<file path="src/rtl/serial_tx_feeder.sv">
// serial_tx_feeder: parallel-to-serial feeder with a one-word holding buffer.
// Drives serial_in/shift_enable of a downstream serial-in shift register.
module serial_tx_feeder #(
  parameter int WIDTH     = 4,
  parameter bit MSB_FIRST = 1'b1
) (
  input  logic             clk_i,
  input  logic             reset_n_i,
  input  logic             in_valid_i,
  input  logic [WIDTH-1:0] in_data_i,
  output logic             in_ready_o,
  input  logic             pause_i,
  output logic             serial_out_o,
  output logic             shift_enable_o,
  output logic             word_done_o,
  output logic             busy_o
);
  // state | meaning
  // IDLE  | shifter empty; moves to SHIFT as soon as hold is full
  // SHIFT | shreg holds a word; one bit leaves per unpaused cycle
  localparam int CW = $clog2(WIDTH + 1);
  localparam logic [CW-1:0] CNT_FULL = CW'(WIDTH);
  localparam logic [CW-1:0] CNT_ONE  = CW'(1);

  typedef enum logic {IDLE = 1'b0, SHIFT = 1'b1} state_t;

  state_t           state_q, state_d;
  logic [WIDTH-1:0] hold_data_q, hold_data_d;
  logic             hold_full_q, hold_full_d;
  logic [WIDTH-1:0] shreg_q, shreg_d;
  logic [CW-1:0]    bit_cnt_q, bit_cnt_d;
  logic             advance, last_bit, load, push;

  assign advance  = (state_q == SHIFT) && !pause_i;
  assign last_bit = advance && (bit_cnt_q == CNT_ONE);
  // hold drains on the IDLE->SHIFT transfer (even while paused) or on the last bit
  assign load     = hold_full_q && ((state_q == IDLE) || last_bit);
  assign push     = in_valid_i && !hold_full_q;

  always_ff @(posedge clk_i or negedge reset_n_i) begin
    if (!reset_n_i) begin
      state_q     <= IDLE;
      hold_data_q <= '0;
      hold_full_q <= 1'b0;
      shreg_q     <= '0;
      bit_cnt_q   <= '0;
    end else begin
      state_q     <= state_d;
      hold_data_q <= hold_data_d;
      hold_full_q <= hold_full_d;
      shreg_q     <= shreg_d;
      bit_cnt_q   <= bit_cnt_d;
    end
  end

  always_comb begin
    state_d = state_q;
    case (state_q)
      IDLE:    if (hold_full_q) state_d = SHIFT;
      SHIFT:   if (last_bit && !hold_full_q) state_d = IDLE;
      default: state_d = IDLE;
    endcase
  end

  always_comb begin
    hold_data_d = hold_data_q;
    hold_full_d = hold_full_q;
    shreg_d     = shreg_q;
    bit_cnt_d   = bit_cnt_q;
    if (load) begin
      shreg_d     = hold_data_q;
      bit_cnt_d   = CNT_FULL;
      hold_full_d = 1'b0;
    end else if (advance) begin
      shreg_d   = MSB_FIRST ? {shreg_q[WIDTH-2:0], 1'b0} : {1'b0, shreg_q[WIDTH-1:1]};
      bit_cnt_d = bit_cnt_q - CNT_ONE;
    end
    // push and load are exclusive: push needs hold empty, load needs it full
    if (push) begin
      hold_data_d = in_data_i;
      hold_full_d = 1'b1;
    end
  end

  always_comb begin
    serial_out_o = 1'b0;
    if (state_q == SHIFT) serial_out_o = MSB_FIRST ? shreg_q[WIDTH-1] : shreg_q[0];
    shift_enable_o = advance;
    word_done_o    = last_bit;
    busy_o         = (state_q == SHIFT) || hold_full_q;
    in_ready_o     = !hold_full_q;
  end

endmodule

</file>
<file path="config.mk">
export PLATFORM = sky130hd
export DESIGN_NAME = serial_tx_feeder
export DESIGN_NICKNAME = d
export VERILOG_FILES = /design/src/rtl/serial_tx_feeder.sv
export SDC_FILE = /design/constraint.sdc
export NUM_CORES = 1
export LEC_CHECK = 0
export CELL_PAD_IN_SITES_DETAIL_PLACEMENT = 2
export CELL_PAD_IN_SITES_GLOBAL_PLACEMENT = 2
export CORE_UTILIZATION = 33
export CTS_CLUSTER_DIAMETER = 60
export DETAILED_ROUTE_END_ITERATION = 16
export PLACE_DENSITY = 0.8
export SLEW_MARGIN = 20
export SYNTH_ARGS = -nofsm -noshare
export SYNTH_HDL_FRONTEND = slang
export SYNTH_SLANG_ARGS = --single-unit
</file>
<file path="constraint.sdc">
create_clock -name clk_i -period 3 [get_ports clk_i]
set_clock_uncertainty 0.05 [all_clocks]
set_input_delay 0.6 -clock clk_i [delete_from_list [all_inputs] [get_ports clk_i]]
set_output_delay 0.6 -clock clk_i [all_outputs]
set_load 0.005 [all_outputs]
</file>
# Word level (Yosys, flattened, before mapping)
# Cells that the tools add are included.
[word_totals] inputBits=8 word_cells=29 ff_bits=13
[op_classes] addsub=1 bitwise=1 n_mux=10 n_reduce_logical=11 eq_ne=1
[op_table] operator="4-bit 2-to-1 mux" count=2
[op_table] operator="3-bit 2-to-1 mux" count=2
[op_table] operator="1-bit logical AND" count=5
[op_table] operator="1-bit 2-to-1 mux" count=5
[op_table] operator="2-bit nonzero test" count=2
[op_table] operator="3-bit by 1-bit == test with 1-bit output (second input constant)" count=1
[op_table] operator="3-bit by 1-bit subtractor with 3-bit output (second input constant)" count=1
[op_table] operator="1-bit zero test" count=2
[op_table] operator="1-bit logical OR" count=2
[op_table] operator="1-bit one-hot mux with 2 select lines" count=1
[op_table] operator="1-bit inverter" count=1

# Longest topological paths before layout
[depth] depth_word=7 mapped_depth=5

# Least setup slack after synthesis
# No wires, ideal clock.
[synth_timing] path_type="input port to output port" start="in pause_i" end="out shift_enable_o" required_time_ns=2.350 setup_slack_ns=1.395 n_path_buf=0 path_stages=2 arrival_time_ns=0.955 cell_sequence="nand2b_2 > inv_1"
[synth_between] elab_chain_cells=2
[synth_rtl] item="start: declaration" line="12" rtl="input logic pause_i,"
[synth_rtl] item="1-bit zero test" line="34" rtl="assign advance = (state_q == SHIFT) && !pause_i;"
[synth_rtl] item="1-bit logical AND" line="34"
[synth_rtl] item="end: declaration" line="14" rtl="output logic shift_enable_o,"
# No other way between the ends.

# Worst setup path after layout
# Ends and elaborated chain as after synthesis.

==> results.toml <==
[yosys]
synth_area_um2 = 624
yosysTopAreaCell = "dfrtp_1"
synthCells = 51
synthTopCellsByArea = "dfrtp_1 (52%), mux2_4 (7.2%), mux2_1 (5.4%)"
ys_warn_count = 0
syn-num-nets = 61
ys_seq_area_frac = 0.521
synth.distinct_cells = 22
synth-seq-cells = 13
avgSynthCellArea_um2 = 12.2
synth_top_area_share = 0.521

[drt]
drc = 0
vias_per_cell = 4.82
drt_iter0_drc = 4
drtPass1Iterations = 3
wirelength_um = 1370
num_vias = 443
wl_per_cell_um = 14.9
postRouteAntennaNets = 0

[global_route]
grt_pass1_wl_um = 2340
grt_max_degree = 14
antenna_found_initial = 0
overflow = 0
grt.total_usage = 0.174
grt_pass1_vias = 466

[power]
ir_drop_mv = 0.414
p_leak_nw = 0.370
p_per_area_mw_per_mm2 = 777

[sta]
setup_tns_ns = 0
rsz0062_at_grt = "false"
relSlewSlack = 0.591
max_freq_mhz = 376
fin_crit_sh = 0.887
finalWorstSetupSlack_ns = 0.339
finalMaxSlewViolations = 0
fin_crit_ns = 2.66
setup_violations = 0
finalHoldViolCount = 0
worst_pin_slew_ns = 0.611

[clocking]
cts_hold_buf = 0
cts_sinks = 13
cts_tree = "done"
clock_latency_ns = 0.28
cts_setup_buffers = 0
clk_path_buf_depth = 2
cts-resized-gates = 0
numCtsBuffers = 3
cts.clk_slew.worst_paths_ns = 0.08
cts_root_buf = "clkbuf_4"
cts_max_level = 1

[final_layout]
final_nets = 78
drive_gt1_frac = 0.194
syn_to_final_growth_pct = 28.5
n_antenna_cell = 0
fillers = 185

[worst_setup_path]
crit_buf_inv = 3
crit_chain = "clkdlybuf4s50_1 -> nand2b_2 -> inv_1 -> clkdlybuf4s50_1"
start_kind = "input port"
crit_family = "buffers and inverters"
cp_slowest_cell = "clkdlybuf4s50_1"
critical_path_class = "input port to primary output"
crit_top_cell = "clkdlybuf4s50_1"
crit_fanout = 6
arrival_ns = 2.01
worstPathRequired_ns = 2.35
slowest_delay_ns = 0.54
end_kind = "primary output"

[place]
dp_hpwl_um = 1100
port_buffers = 12
pre_cts_slack_ns = 0.343
gp_congestion = 0.673

[die]
initial_utilization = 0.358
die_area_mm2 = 0.00207
coreArea_mm2 = 0.00175
rows = 15
io_pins = 13
die_h_um = 45.5
fp.dieW_um = 45.5

[worst_hold_path]
min_path_type = "flop to flop"

[run]
drv_cap = 0

[outcome]
status = "complete, no violations"
==> path summary, 6_finish.rpt <==
check	from	to	slack, ns	cells after the start
setup / recovery	pause_i	shift_enable_o	0.34	4
hold / removal	hold_data_q[2]	hold_data_q[2]	0.47	1
setup reg to reg	bit_cnt_q[1]	shreg_q[1]	1.52	5
hold reg to reg	hold_data_q[2]	hold_data_q[2]	0.47	1
max in group asynchronous	reset_n_i	shreg_q[0]	1.85	1
min in group asynchronous	reset_n_i	state_q	0.65	1
==> registers in the layout, summed over array words and instances (netlist names) <==
| name | cells |
|---|---|
| state_q | 1 |
| shreg_q | 4 |
| hold_data_q | 4 |
| bit_cnt_q | 3 |
| hold_full_q | 1 |
==> kinds of logic (layout without fill, tap and decap cells) <==
family          after synthesis  count (layout)  synth area share
simple gates                 12              12             0.104
flops                        13              13             0.521
fa+ha+maj                     2               2            0.0401
compound gates                8               8            0.0942
mux                          10              10             0.196
xor+xnor                      1               1            0.0140
buf+inv                       5              21            0.0300
==> cells in the final DEF, fill, tap and decap left out, types with 2 or more instances in the layout <==
| master | Yosys | routed |
|---|---|---|
| mux2_4 | 3 | 3 |
| nand2_1 | 3 | 3 |
| nand2b_1 | 2 | 2 |
| nor2_1 | 2 | 2 |
| o21ai_0 | 3 | 3 |
| mux2_2 | 3 | 3 |
| ha_1 | 2 | 2 |
| inv_1 | 4 | 4 |
| dfrtp_1 | 13 | 13 |
| a21oi_1 | 2 | 2 |
| clkbuf_4 | 0 | 3 |
| mux2_1 | 3 | 3 |
| clkdlybuf4s50_1 | 0 | 12 |
==> final cells by class <==
| type | instances | area (um^2) | area share |
|---|---|---|---|
| inverters | 5 | 18.8 | 0.0234 |
| flip-flops and latches | 13 | 325 | 0.406 |
| clock buffers | 4 | 26.3 | 0.0328 |
| repair buffers | 12 | 120 | 0.150 |
| well taps | 25 | 31.3 | 0.0390 |
| multi-input cells | 33 | 280 | 0.349 |
==> through the flow <==
step	power, W	utilization	cell area, um^2	instances	hold slack (ns)
after global placement	0.000495	0.444	776	88	0.442
after CTS	0.000635	0.459	802	92	0.474
after detailed placement	0.000525	0.444	776	88	0.455
after floorplan	0.000432	-	624	51	0.254
final	0.000623	0.459	802	92	0.467
after global routing	0.000677	0.459	802	92	0.493
==> worst register-to-register path, delay by kind of cell (launching register included) <==
kind	cells	cell delay (ns)
flip-flops	1	0.39
multiplexers	1	0.31
AO/OA/AOI/OAI	1	0.28
adder cells (fa/ha/maj)	1	0.15
AND/OR/NAND/NOR	1	0.10
buffers and inverters	1	0.09
==> routing by layer <==
layer,part of all wire,GRT usage,vias to the layer above
met5,0,0,-
met4,0.039,0.127,0
met3,0.025,0.0238,4
met2,0.49,0.280,12
met1,0.45,0.209,222
li1,-,-,205
==> cells in the mapped netlist <==
cell / number
or2_2: 1
a221oi_1: 1
xnor2_1: 1
ha_1: 2
o21ai_0: 3
dfrtp_1: 13
nand2b_2: 1
o21a_1: 1
and3_1: 1
o22a_4: 1
mux2_4: 3
nor2_1: 2
and2_1: 1
mux2_2: 3
nor2b_1: 1
nand2b_1: 2
mux2_1: 3
mux2i_1: 1
inv_2: 1
inv_1: 4
a21oi_1: 2
nand2_1: 3
==> power by group <==
| part | switching [W] | leakage [nW] | total, W | internal [W] |
|---|---|---|---|---|
| Clock | 0.0000574 | 0.0150 | 0.000109 | 0.0000515 |
| Sequential | 0.0000491 | 0.155 | 0.000295 | 0.000246 |
| Combinational | 0.0000890 | 0.201 | 0.000219 | 0.000130 |
| Total | 0.000195 | 0.370 | 0.000623 | 0.000428 |
No activity file was read; power rests on OpenSTA's default activity.
